### config.mk
export PLATFORM = sky130hd
export DESIGN_NAME = sprite_rom_arbiter
export DESIGN_NICKNAME = d
export VERILOG_FILES = /design/src/rtl/sprite_rom_arbiter.sv
export SDC_FILE = /design/constraint.sdc
export NUM_CORES = 1
export LEC_CHECK = 0
export ABC_CLOCK_PERIOD_IN_PS = 2900
export BUFFER_PORTS_ARGS = -buffer_cell sky130_fd_sc_hd__buf_2
export CAP_MARGIN = 20
export CORE_MARGIN = 3
export CORE_UTILIZATION = 46
export DETAILED_ROUTE_END_ITERATION = 8
export HOLD_SLACK_MARGIN = 0.15
export PLACE_DENSITY = 0.87
export SLEW_MARGIN = 40
export SYNTH_ARGS = -nofsm -noshare
export SYNTH_HDL_FRONTEND = slang
export SYNTH_SLANG_ARGS = --single-unit
### constraint.sdc
create_clock -name clk -period 2.9 [get_ports clk]
set_input_delay 0.58 -clock clk [delete_from_list [all_inputs] [get_ports clk]]
set_output_delay 0.58 -clock clk [all_outputs]
set_load 0.005 [all_outputs]
### src/rtl/sprite_rom_arbiter.sv
// Round-robin arbiter multiplexing one synchronous sprite ROM port across renderers.
// Tracks each issued read with a tag pipeline and routes the returned pixel bit back.
module sprite_rom_arbiter #(
    parameter int NREQ    = 4,
    parameter int AW      = 8,
    parameter int TW      = 3,
    parameter int ROM_LAT = 1
) (
    input  logic                 clk,
    input  logic                 rst_n,
    input  logic                 i_flush,
    input  logic [NREQ-1:0]      i_req,
    input  logic [NREQ*AW-1:0]   i_addr,
    input  logic [NREQ*TW-1:0]   i_sel,
    output logic [NREQ-1:0]      o_gnt,
    output logic                 o_rom_en,
    output logic [AW-1:0]        o_rom_addr,
    output logic [TW-1:0]        o_rom_sel,
    input  logic                 i_rom_data,
    output logic [NREQ-1:0]      o_color,
    output logic [NREQ-1:0]      o_valid
);
    localparam int             PW      = (NREQ > 1) ? $clog2(NREQ) : 1;
    localparam logic [PW-1:0]  LAST_ID = PW'(NREQ - 1);

    logic [NREQ-1:0][AW-1:0]   w_addr;
    logic [NREQ-1:0][TW-1:0]   w_sel;
    logic [NREQ-1:0]           w_eff;
    logic                      w_found;
    logic [PW-1:0]             w_win;
    logic [PW-1:0]             w_idx;
    logic                      w_ret;

    logic [PW-1:0]             r_last;
    // Stage 0 is the issue stage (mirrors o_rom_en); stage ROM_LAT lines up with i_rom_data.
    logic [ROM_LAT:0]          r_tag_vld;
    logic [ROM_LAT:0][PW-1:0]  r_tag_id;

    assign w_addr = i_addr;
    assign w_sel  = i_sel;

    // Search starts just after the last winner and wraps explicitly, so any NREQ works.
    always_comb begin
        w_eff   = i_req & ~o_gnt;
        w_found = 1'b0;
        w_win   = '0;
        w_idx   = r_last;
        for (int i = 0; i < NREQ; i++) begin
            w_idx = (w_idx == LAST_ID) ? '0 : w_idx + PW'(1);
            if (!w_found && w_eff[w_idx]) begin
                w_found = 1'b1;
                w_win   = w_idx;
            end
        end
    end

    always_ff @(posedge clk or negedge rst_n) begin
        if (!rst_n) begin
            o_gnt      <= '0;
            o_rom_addr <= '0;
            o_rom_sel  <= '0;
            r_last     <= LAST_ID;
            r_tag_vld  <= '0;
            r_tag_id   <= '0;
        end else begin
            o_gnt <= '0;
            if (w_found) begin
                o_gnt[w_win] <= 1'b1;
                o_rom_addr   <= w_addr[w_win];
                o_rom_sel    <= w_sel[w_win];
                r_last       <= w_win;
            end
            // Flush kills reads already issued; the grant made this cycle is still tracked.
            r_tag_vld <= {r_tag_vld[ROM_LAT-1:0] & {ROM_LAT{~i_flush}}, w_found};
            r_tag_id  <= {r_tag_id[ROM_LAT-1:0], w_win};
        end
    end

    assign o_rom_en = r_tag_vld[0];
    assign w_ret    = r_tag_vld[ROM_LAT] & ~i_flush;

    always_ff @(posedge clk or negedge rst_n) begin
        if (!rst_n) begin
            o_color <= '0;
            o_valid <= '0;
        end else begin
            o_valid <= '0;
            if (w_ret) begin
                o_valid[r_tag_id[ROM_LAT]] <= 1'b1;
                o_color[r_tag_id[ROM_LAT]] <= i_rom_data;
            end
        end
    end
endmodule

### Word level (Yosys, flattened, before mapping)

Cells that the tools add are included.

* input port bits: 52
* register bits: 31

* $add $sub $neg: 4
* bitwise logic cells: 5
* reduce and logical (&&, ||, !) cells: 8
* $lt $le $gt $ge: 8
* multiplexer cells: 31
* equal/unequal tests: 4

Operators with widths (number)
* 2-bit by 3-bit less-than comparator with 1-bit output (second input constant): 6
* 8-bit binary-select mux with 2-bit select: 1
* 2-bit two-way mux: 8
* 1-bit two-way mux: 10
* 2-bit by 1-bit adder with 2-bit output (second input constant): 4
* 1-bit binary-select mux with 2-bit select: 4
* 2-bit == test (second input constant): 4
* 4-bit two-way mux: 2
* 8-bit two-way mux: 1
* 3-bit binary-select mux with 2-bit select: 1
* 1-bit logical AND: 5
* 4-bit bitwise AND: 1
* 4-bit bitwise mux: 1
* 1-bit demux with 2-bit select: 2
* 2-bit by 1-bit greater-or-equal comparator with 1-bit output (second input constant): 2
* 4-bit inverter: 1
* 1-bit zero test: 3
* 3-bit two-way mux: 1
* 1-bit bitwise AND: 2
* 1-bit inverter: 1

### Longest topological paths before layout

* depth in word-level cells: 19
* gate-level depth with buffers: 8
* gate-level depth less buffers: 6

### Worst setup path after synthesis

Ideal clock, no wire load.

* kind: register to register
* start: reg r_last[0]
* end: reg o_rom_sel[2]
* buffers on the path: 1
* period minus slack after synthesis: 2192 ps
* arrival time: 2058 ps
* required time: 2766 ps
* setup time: 134 ps
* stages on the path, launching flop included: 8
* setup slack: 708 ps
* cells stage by stage: dfstp_2 -> ha_1 -> clkbuf_2 -> or3b_2 -> a211oi_2 -> a211oi_2 -> a32oi_2 -> o211ai_1

* cells in the longest elaborated chain, start to end: 16
* elaborated cells between the ends (all ways): 36
* classes of those cells: add/sub (4); eq/ne (4); mux (22); reduce/logical (6)

RTL lines
* start: declaration: line 34 `logic [PW-1:0] r_last;`
* start signal: assignment: line 71 `r_last <= w_win;`
* 2-bit by 1-bit adder with 2-bit output / 2-bit == test (equally long branches): line 49 `w_idx = (w_idx == LAST_ID) ? '0 : w_idx + PW'(1);`
* 2-bit two-way mux *: line 49
* parallel branches: the longest is 14 deep, another holds 2-bit by 1-bit adder with 2-bit output
* end signal: assignment: line 70 `o_rom_sel <= w_sel[w_win];`
* end: declaration: line 18 `output logic [TW-1:0] o_rom_sel,`

Every way passes the cells marked *. The select of a mux whose other input is x is not followed.
A chain may end at the register's enable or synchronous reset.

### Worst setup path after layout

* start: reg r_last[0]
* end: reg o_rom_addr[3]

* cells in the longest elaborated chain, start to end: 16
* elaborated cells between the ends (all ways): 36
* classes of those cells: add/sub (4); eq/ne (4); mux (22); reduce/logical (6)

RTL lines
* 2-bit by 1-bit adder with 2-bit output / 2-bit == test (equally long branches): line 49
* 2-bit two-way mux *: line 49
* parallel branches: the longest is 14 deep, another holds 2-bit by 1-bit adder with 2-bit output
* end signal: assignment: line 69 `o_rom_addr <= w_addr[w_win];`
* end: declaration: line 17 `output logic [AW-1:0] o_rom_addr,`

Marks and branches as above.

==> results by stage <==
Drt:
- In the routed design, unresolved DRC markers number 0.
- The number of nets with antenna violations after detailed routing is 0.
- The final route contains 1386 vias.
- The first TritonRoute pass finished after 4 iterations.
- In the routed layout, each cell is associated on average with a via count of 5.372.
- For this block, the initial DRC count from the detailed router was 52.
- The final routed wire length divided by cell count is 13.79 um.
- After detailed routing, the total wire length is 3.558 mm.

Critical path:
- The required time of the critical path is 3.11 ns.
- The worst setup path is captured at a flip-flop.
- The startpoint type of the worst setup path is a flip-flop.
- The maximum single-stage delay on the critical path is 0.57 ns.
- The slowest stage of the critical path is the dfstp_2 cell.
- The most numerous cell on the critical path is a211oi_2.
- Counting cells, the worst reg-to-reg path comes to 6.
- Of all nets on the critical path, the largest fanout is 8.
- The critical path in this run is classified as flip-flop to flip-flop.
- The cell family contributing the most delay on the critical path is compound AO/OA/AOI/OAI gates.
- Data arrives at the worst endpoint at 2.50 ns.
- The signal on the critical path passes through ha_1 -> or3b_2 -> a211oi_2 -> a211oi_2 -> a32oi_1 -> o211ai_1.
- The total buffers and inverters traversed by the critical path is 0.
- The critical path runs through a total of 6 cells.

STA:
- The final number of max-transition violations is 0.
- The tightest hold path in the finished design has a slack of 0.2762 ns.
- For the final routed database, the setup TNS stands at 0 ns.
- Setup repair after global routing left no endpoint under its margin.
- The total count of hold-check failures in the final report is 0.
- The final clock period utilization by the worst path is 79.10%.
- Between clock sinks in the finished design, the worst skew comes to 0.009080 ns.
- Based on the critical path, the design can be clocked at up to 0.4359 GHz.
- The setup-violating endpoint count in the final report is 0.
- The normalized max-slew margin is 56.18%.
- At the pin with the least slew margin, the transition time is 0.6574 ns.
- The final critical delay including setup and external delays is 2.294 ns.

Clock network:
- The later-pin clock latency in the skew report is 0.32 ns.
- The tree is rooted in a clkbuf_4.
- The number of clock buffers inserted by TritonCTS is 5.
- The number of gates resized after CTS was 0.
- The count of hold buffers inserted by post-cts repair is 0.
- The tree built by TritonCTS fans out to 31 sinks.
- TritonCTS built the clock tree.
- In this run the number of H-tree levels came out at 2.
- After clock tree synthesis, the clock-pin slew on the worst setup and hold paths is 0.10 ns.
- The post-CTS setup buffer count is 0.
- The longest clock path from root to sink contains 2 buffers.

Finish:
- The net total in the final layout is 266.
- The final instance area is 2037 um^2.
- From synthesis to final layout, the design area changed by 27.69%.
- The layout has 293 filler cells.
- Cells with a size suffix above 1 make up 48.60% of the layout.
- The finished layout holds 258 standard cells, fillers aside.
- The antenna diode count is 0.

Floorplan:
- The initial core utilization is 50.20%.
- The vertical die dimension is 64.89 um.
- The site row count is 20.
- The number of top-level pins is 76.
- In this run the standard cell core region covers 3178 um^2.
- The floorplan step defined a die boundary enclosing 4211 um^2.
- The die is 64.89 um wide.

Pwr:
- The register share of total power is 34.0%.
- The switching part of the total power is 39.97%.
- In this run, the combinational gates consume 52.5% of the power.
- The worst-case IR drop observed on VDD is 0.5781 mV.
- The share of power burned in the clock network is 13.5%.
- The total chip power is 2150 uW.
- The total net switching power is 859.3 uW.
- The total power density per cell area is 1056 nW/um^2.
- The internal power of the cells totals 1291 uW.
- The reported leakage power is 0.0009989 uW.

Job:
- The tool flagged a number of max-cap violations equal to 0.

Logic synthesis:
- After synthesis, the share of flip-flops with an asynchronous set or reset is 100.0%.
- Counting instances in the post-synthesis netlist gives the leading cell types as dfrtp_1 (29), mux2i_1 (11), nor2_1 (9), nand3_1 (8), o211ai_1 (8).
- The sequential-to-total area share from yosys stat is 48.78%.
- The cell area after technology mapping is 1595 um^2.
- The number of flops mapped to enable cells by yosys is 0.
- After synthesis, the cell types taking the most area are dfrtp_1 (45%), mux2i_1 (6.9%), a32oi_1 (3.8%), o211ai_1 (3.8%), dfstp_2 (3.3%).
- The cell with the most instances after synthesis is dfrtp_1.
- When the netlist entered floorplanning its net count stood at 190.
- The synthesized netlist contains 43 unique library cells.
- For this run, the number of Yosys warnings is 0.
- The post-synthesis cell count is 137.
- Averaged over all synthesized cells, the footprint is 11.64 um^2.
- Synthesis inferred 31 register bits.
- The synthesized design devotes to its leading area cell type 45.49% of total area.
- The largest total area in the synthesized netlist belongs to dfrtp_1.
- The dominant register cell in the synthesized netlist is dfrtp_1.

Place:
- The placed instance count is 250.
- The post-place instance area is 1964 um^2.
- The congestion estimate from routability-driven global placement came to 0.8673.
- The count of buffers inserted at the top-level ports is 75.
- The post-DP HPWL is 2.677 mm.

GRT:
- The number of global-route vias before repair is 1350.
- The first-pass GRT wire length is 5.865 mm.
- The final global-route overflow total is 0.
- Entering global routing, the biggest net connects 32 pins.
- The initial antenna violation count was 0.
- The combined global-route utilization of all metal layers is 17.88%.

Hold path:
- In this run the worst hold path is classified as input pin to async pin.

Run status:
- The flow ran to the end, and the final reports show no timing, DRC or antenna violations.
-- per-layer routing --
layer  part of all wire (%)  track usage, %
met1                     42           20.98
met4                   0.65           5.541
met3                     10           6.066
met2                     47           30.65
met5                      0               0
-- flip-flops by register name, summed over array words and instances, names as in the netlist --
| register | cells |
|---|---|
| o_rom_addr | 8 |
| o_rom_sel | 3 |
| r_tag_vld | 2 |
| r_tag_id | 4 |
| r_last | 2 |
| o_gnt | 4 |
| o_color | 4 |
| o_valid | 4 |
-- layout by cell type, fill, tap and decap left out, drive strengths merged --
cell      instances
o21ai             4
buf              78
o221ai            1
nand2             3
nor3b             1
o22ai             1
nor3              2
dfstp             2
clkbuf            7
a221o             1
a32oi             8
or2               1
a211oi            9
or2b              2
and2b             2
dfrtp            29
inv               2
a21o              2
nand3             8
and2              1
o211ai            8
a21oi             3
nor2b             5
nor2              9
and3b             1
nand3b            1
clkinvlp          1
or3b              1
mux2              4
a211o             1
ha                1
mux2i            11
nand2b            2
nor4              1
and3              1
-- worst paths after layout --
kind	end	slack [ns]	from
min reg2reg	r_tag_id[2]	0.35	r_tag_id[0]
min in group clk	r_tag_id[2]	0.35	r_tag_id[0]
max reg2reg	o_rom_addr[3]	0.61	r_last[0]
max	o_rom_addr[3]	0.61	r_last[0]
min	r_tag_id[3]	0.28	rst_n
max in group asynchronous	o_gnt[0]	2.20	rst_n
-- logic make-up after synthesis --
group / share of synthesized area (%)
muxes: 9.726
adders and majority gates: 0.7842
buffers and inverters: 6.510
AOI/OAI and AO/OA: 19.14
and+or+nand+nor: 15.06
DFF: 48.78
-- stage by stage --
step / utilization (%) / setup slack, ns
after CTS: 64.09 / 0.6028
after global placement: 61.81 / 0.6557
after detailed placement: 61.81 / 0.6119
final: 64.09 / 0.6060
after global routing: 64.09 / 0.4717
after floorplan: - / 0.7084
-- area by class of cell --
class	instances	area [um^2]	share of cell area (%)
Sequential cell	31	778.2	38.21
Inverter	2	7.507	0.3686
Tap cell	44	55.05	2.703
Timing Repair Buffer	78	397.9	19.53
Clock buffer	7	65.06	3.194
Clock inverter	1	7.507	0.3686
Multi-Input combinational cell	95	725.7	35.63
-- power groups by stage --
stage | Sequential, uW | Clock, uW | Combinational (uW)
3_5_place_dp | 739 | 0 | 1140
5_1_grt | 754 | 321 | 1250
4_1_cts | 731 | 296 | 1140
6_report | 732 | 290 | 1130
2_1_floorplan | 740 | 0 | 916
3_3_place_gp | 735 | 0 | 1100
(Power assumes the default switching activity.)
